**src/rtl/load_store_ctrl.sv**
```systemverilog
// Load/store controller between the MEM stage and the data cache: aligns store
// lanes, extends load results, detects misalignment and aborts stuck accesses.
module load_store_ctrl #(
   parameter int MAX_WAIT = 255
) (
   input  logic        clk,
   input  logic        rst,
   input  logic        mem_read,
   input  logic        mem_write,
   input  logic [2:0]  funct3,
   input  logic [31:0] addr,
   input  logic [31:0] wdata,
   output logic        stall,
   output logic        done,
   output logic        err,
   output logic [31:0] rdata,
   output logic        dmem_read,
   output logic        dmem_write,
   output logic [31:0] dmem_address,
   output logic [3:0]  dmem_byte_enable,
   output logic [31:0] dmem_wdata,
   input  logic        dmem_resp,
   input  logic [31:0] dmem_rdata
);

   localparam int CW = (MAX_WAIT < 2) ? 1 : $clog2(MAX_WAIT + 1);

   typedef enum logic [1:0] {IDLE, ACCESS, DONE} state_t;

   state_t        r_state;
   logic [CW-1:0] r_cnt;
   logic [1:0]    r_lane;
   logic [2:0]    r_funct3;
   logic          r_is_store;
   logic          r_done;
   logic          r_err;
   logic [31:0]   r_rdata;
   logic          r_dmem_read;
   logic          r_dmem_write;
   logic [31:0]   r_dmem_address;
   logic [3:0]    r_dmem_be;
   logic [31:0]   r_dmem_wdata;

   logic          w_req;
   logic          w_misal;
   logic [3:0]    w_store_be;
   logic [31:0]   w_shifted;
   logic [31:0]   w_load;
   logic          w_stall;

   assign w_req = mem_read | mem_write;

   // funct3[1:0] encodes size for both loads and stores; 2'b11 has no alignment rule
   assign w_misal = ((funct3[1:0] == 2'b01) && addr[0]) ||
                    ((funct3[1:0] == 2'b10) && (addr[1:0] != 2'b00));

   always_comb begin
      w_store_be = 4'b1111;
      case (funct3[1:0])
         2'b00:   w_store_be = 4'b0001 << addr[1:0];
         2'b01:   w_store_be = 4'b0011 << addr[1:0];
         default: w_store_be = 4'b1111;
      endcase
   end

   assign w_shifted = dmem_rdata >> {r_lane, 3'b000};

   always_comb begin
      w_load = w_shifted;
      case (r_funct3)
         3'b000:  w_load = {{24{w_shifted[7]}},  w_shifted[7:0]};
         3'b001:  w_load = {{16{w_shifted[15]}}, w_shifted[15:0]};
         3'b100:  w_load = {24'd0, w_shifted[7:0]};
         3'b101:  w_load = {16'd0, w_shifted[15:0]};
         default: w_load = w_shifted;
      endcase
   end

   always_comb begin
      w_stall = 1'b0;
      case (r_state)
         IDLE:    w_stall = w_req && !w_misal;
         ACCESS:  w_stall = 1'b1;
         default: w_stall = 1'b0;
      endcase
   end

   always_ff @(posedge clk) begin
      if (rst) begin
         r_state        <= IDLE;
         r_cnt          <= '0;
         r_lane         <= '0;
         r_funct3       <= '0;
         r_is_store     <= 1'b0;
         r_done         <= 1'b0;
         r_err          <= 1'b0;
         r_rdata        <= '0;
         r_dmem_read    <= 1'b0;
         r_dmem_write   <= 1'b0;
         r_dmem_address <= '0;
         r_dmem_be      <= '0;
         r_dmem_wdata   <= '0;
      end else begin
         case (r_state)
            IDLE: begin
               r_done <= 1'b0;
               r_err  <= 1'b0;
               if (w_req) begin
                  r_lane     <= addr[1:0];
                  r_funct3   <= funct3;
                  r_is_store <= mem_write;
                  r_cnt      <= '0;
                  if (w_misal) begin
                     r_state <= DONE;
                     r_done  <= 1'b1;
                     r_err   <= 1'b1;
                  end else begin
                     // a simultaneous read and write is a store
                     r_state        <= ACCESS;
                     r_dmem_read    <= !mem_write;
                     r_dmem_write   <= mem_write;
                     r_dmem_address <= {addr[31:2], 2'b00};
                     r_dmem_be      <= mem_write ? w_store_be : 4'b1111;
                     r_dmem_wdata   <= wdata << {addr[1:0], 3'b000};
                  end
               end
            end
            ACCESS: begin
               if (dmem_resp) begin
                  r_state      <= DONE;
                  r_done       <= 1'b1;
                  r_dmem_read  <= 1'b0;
                  r_dmem_write <= 1'b0;
                  if (!r_is_store) r_rdata <= w_load;
               end else if (r_cnt == CW'(MAX_WAIT - 1)) begin
                  // counter would reach MAX_WAIT this edge: abort
                  r_state      <= DONE;
                  r_done       <= 1'b1;
                  r_err        <= 1'b1;
                  r_rdata      <= '0;
                  r_dmem_read  <= 1'b0;
                  r_dmem_write <= 1'b0;
               end else begin
                  r_cnt <= r_cnt + CW'(1);
               end
            end
            default: begin
               r_state <= IDLE;
               r_done  <= 1'b0;
               r_err   <= 1'b0;
            end
         endcase
      end
   end

   assign stall            = w_stall;
   assign done             = r_done;
   assign err              = r_err;
   assign rdata            = r_rdata;
   assign dmem_read        = r_dmem_read;
   assign dmem_write       = r_dmem_write;
   assign dmem_address     = r_dmem_address;
   assign dmem_byte_enable = r_dmem_be;
   assign dmem_wdata       = r_dmem_wdata;

endmodule
```
**config.mk**
```make
export PLATFORM = sky130hd
export DESIGN_NAME = load_store_ctrl
export DESIGN_NICKNAME = d
export VERILOG_FILES = /design/src/rtl/load_store_ctrl.sv
export SDC_FILE = /design/constraint.sdc
export NUM_CORES = 1
export LEC_CHECK = 0
export BUFFER_PORTS_ARGS = -buffer_cell sky130_fd_sc_hd__buf_2
export CAP_MARGIN = 20
export CELL_PAD_IN_SITES_DETAIL_PLACEMENT = 0
export CELL_PAD_IN_SITES_GLOBAL_PLACEMENT = 1
export CORE_MARGIN = 2
export CORE_UTILIZATION = 30
export CTS_BUF_LIST = sky130_fd_sc_hd__clkbuf_2
export CTS_CLUSTER_SIZE = 25
export DETAILED_ROUTE_END_ITERATION = 12
export PLACE_DENSITY_LB_ADDON = 0.1
export SLEW_MARGIN = 10
export SYNTH_ARGS = -nofsm -noshare
export SYNTH_HDL_FRONTEND = slang
export SYNTH_SLANG_ARGS = --single-unit
```
**constraint.sdc**
```tcl
create_clock -name clk -period 2.4 [get_ports clk]
set_input_delay 0.24 -clock clk [delete_from_list [all_inputs] [get_ports clk]]
set_output_delay 0.24 -clock clk [all_outputs]
set_load 0.005 [all_outputs]
```
==> impl_metrics.yaml <==
critical_path:
  cp-start-kind: "primary input"
  end_kind: "output port"
  path_class: "in2out"
  arrival_ns: 1.93
  ff2ff_path_depth: 7
  worstReg2RegEnd: "dmem_write"
  timing.rr.start: "r_cnt[0]"
  worstPathRequired_ns: 2.16
  r2r_slack_ns: 0.34
  cp_max_fo: 74
logic_synthesis:
  synth-edff-count: 0
  yosys_warnings: 0
  muxShareOfSynthArea_pct: 9.69
  syn_area_per_cell_um2: 8.70
  synth-simple-area-share_pct: 14.8
  synthCells: 629
  seq_area_frac_synth_pct: 43.1
  synth-compound-area-share_pct: 26.5
  synth-seq-cells: 118
  synth_top_family_by_area: "compound AO/OA/AOI/OAI gates"
  async_flop_share_pct: 0
  synth_cell_type_count: 52
  synth_xor_area_share_pct: 0
  ys.flop_type: "dfxtp_1"
  synth_area_mm2: 0.00548
  synth-adder-area-share_pct: 0.457
power:
  swShare_pct: 30.7
  clkPwrFrac_pct: 29.1
  powerDensity_mw_per_mm2: 601
  switchingPower_w: 0.00150
  p_leak_nw: 3.55
  max-vdd-ir-drop_mv: 0.313
  seqPwrFrac_pct: 45.4
  share_comb_of_total_power_pct: 25.6
  intPower_w: 0.00339
grt:
  grt_usage_pct: 19.6
  grt_remaining_overflow: 0
  grt_max_degree: 75
  grt_pass1_vias: 5845
  antenna_found_initial: 2
  grt_pass1_wl_mm: 30.8
placement:
  dp_hpwl_mm: 13.1
  io_buffers: 206
  gp_congestion: 0.784
  place_ws_ns: 0.276
clock_tree:
  cts_setup_buffers: 0
  path_clk_slew_ns: 0.17
  tritoncts: "done"
  cts_max_level: 4
  clockBufferDepth: 2
  clk_latency_ns: 0.66
  cts_root_buf: "clkbuf_2"
  cts_buffers: 17
  clock-sinks: 118
drt:
  wirelength_mm: 19.0
  drc: 0
  first_pass_iters: 5
  vias: 5927
  drt_iter0_drc: 300
  avgRoutedWirePerCell_um: 16.3
  detail-route-antenna-nets: 0
  vias_per_cell: 5.07
finish:
  layout_common_cells: "buf_2 (206), dfxtp_1 (116), dlygate4sd3_1 (113)"
  final_util_pct: 45.3
  num-fill-cells: 1790
  drive_gt1_share_pct: 30.1
  mostFrequentLayoutCell: "buf_2"
  nNetsFinal: 1032
  syn2layout_area_growth_pct: 48.5
hold_path:
  hold-path-cell-count: 4
  hold_end: "dmem_byte_enable[1]"
  hold_class: "in2reg"
  hold_start: "funct3[0]"
run:
  max-cap-violations: 0
timing:
  setup_viol: 0
  hold_viol_final: 0
  layout_worst_path_cycle_share_pct: 90.4
  post-route-min-period_ns: 2.17
  drv_slew: 0
  setup_tns_ns: 0
  rsz0062_at_grt: "false"
  clock_skew_ns: 0.0261
  slew_headroom_pct: 39.8
  timing.final.ws_setup_ns: 0.231
  worst_slew_pin_slew_ns: 0.903
  fmax_mhz: 461
floorplan:
  initial_core_util_pct: 30.5
  coreArea_mm2: 0.0180
  die_h_um: 139
  io_pins: 209
  die_w_um: 139
  dieArea_mm2: 0.0193
  num_rows: 49
status:
  status: "finished clean"
[power groups by stage]
stage	clock (W)	combinational (W)	sequential (W)
finish	0.00142	0.00125	0.00222
global route	0.00158	0.00138	0.00224
CTS	0.00149	0.00126	0.00222
detailed placement	0	0.00109	0.00226
global placement	0	0.00108	0.00226
floorplan	0	0.000629	0.00225
[cells in the mapped netlist, types with 8 or more instances]
library cell / instances / area (µm²)
a211o_1: 8 / 70.1
a211oi_1: 11 / 82.6
a21oi_1: 92 / 460
a221o_1: 9 / 90.1
buf_2: 12 / 60.1
clkbuf_1: 41 / 154
dfxtp_1: 118 / 2360
mux2_2: 14 / 158
mux2i_1: 35 / 350
nand2_1: 31 / 116
nand3_1: 37 / 185
nand4_1: 11 / 68.8
nor2_1: 36 / 135
nor3_1: 10 / 50.1
o21ai_0: 58 / 290
o2bb2ai_1: 14 / 123
or4_1: 12 / 90.1
[cell type report]
| type | instances | area [µm²] | share of cell area (%) |
|---|---|---|---|
| multi-input combinational | 445 | 2870 | 35.2 |
| sequential | 118 | 2360 | 29.1 |
| timing repair buffer | 339 | 2340 | 28.7 |
| tap | 229 | 287 | 3.52 |
| clock inverter | 13 | 161 | 1.98 |
| clock buffer | 19 | 95.1 | 1.17 |
| inverter | 5 | 18.8 | 0.231 |
| antenna | 1 | 2.50 | 0.0308 |
[through the flow]
step	std cells	power, W	cell area (µm²)	hold slack (ns)
6_report	1169	0.00489	8130	0.107
5_1_grt	1169	0.00521	8130	0.000657
4_1_cts	1168	0.00497	8120	0.00466
3_5_place_dp	1023	0.00335	6730	0.446
3_3_place_gp	1023	0.00334	6730	0.442
2_1_floorplan	630	0.00288	5480	0.376
[sequential cells by signal (all words and copies together) (netlist names)]
signal / cells
dmem_address: 30
r_funct3: 3
dmem_read: 1
r_lane: 2
r_cnt: 8
done: 1
dmem_byte_enable: 4
dmem_wdata: 32
r_is_store: 1
err: 1
rdata: 32
dmem_write: 1
r_state: 2
[worst max-delay path, cell delays in order]
cell and delay [ns]:
dlygate4sd3_1 0.53, buf_2 0.16, or2_2 0.36, nand2_2 0.10
buf_12 0.27, o21ai_0 0.11, buf_2 0.14
[how the worst max path moves through the flow]
| stage | startpoint | endpoint | cells after the start |
|---|---|---|---|
| after global placement | funct3[0] | dmem_wdata[23] | 7 |
| after global routing | r_state[0] | stall | 5 |
| after CTS | r_state[0] | stall | 5 |
| final | mem_write | stall | 7 |
| after detailed placement | funct3[0] | dmem_wdata[17] | 7 |
| after floorplan | r_lane[1] | rdata[29] | 6 |
[timing repair]
action                                  in CTS  in global routing
pin swaps                                    0                  0
hold buffers                               113                  0
endpoints found under the hold margin       98                  0
endpoints found under the setup margin       1                  1
resized for setup                            1                  3
[cells by family after synthesis]
logic type | count (synthesis)
buf+inv | 67
fa+ha+maj | 2
compound gates | 230
simple gates | 161
mux | 50
other cells | 1
flops | 118
[routing by layer]
metal | track usage, % | wire length (µm) | part of all wire (%)
met5 | 0 | 13 | 0.068
met4 | 5.64 | 177 | 0.93
met3 | 5.32 | 1020 | 5.4
met2 | 33.1 | 9240 | 49
met1 | 24.5 | 8580 | 45
Note: power is estimated with default switching activity, not from simulation.
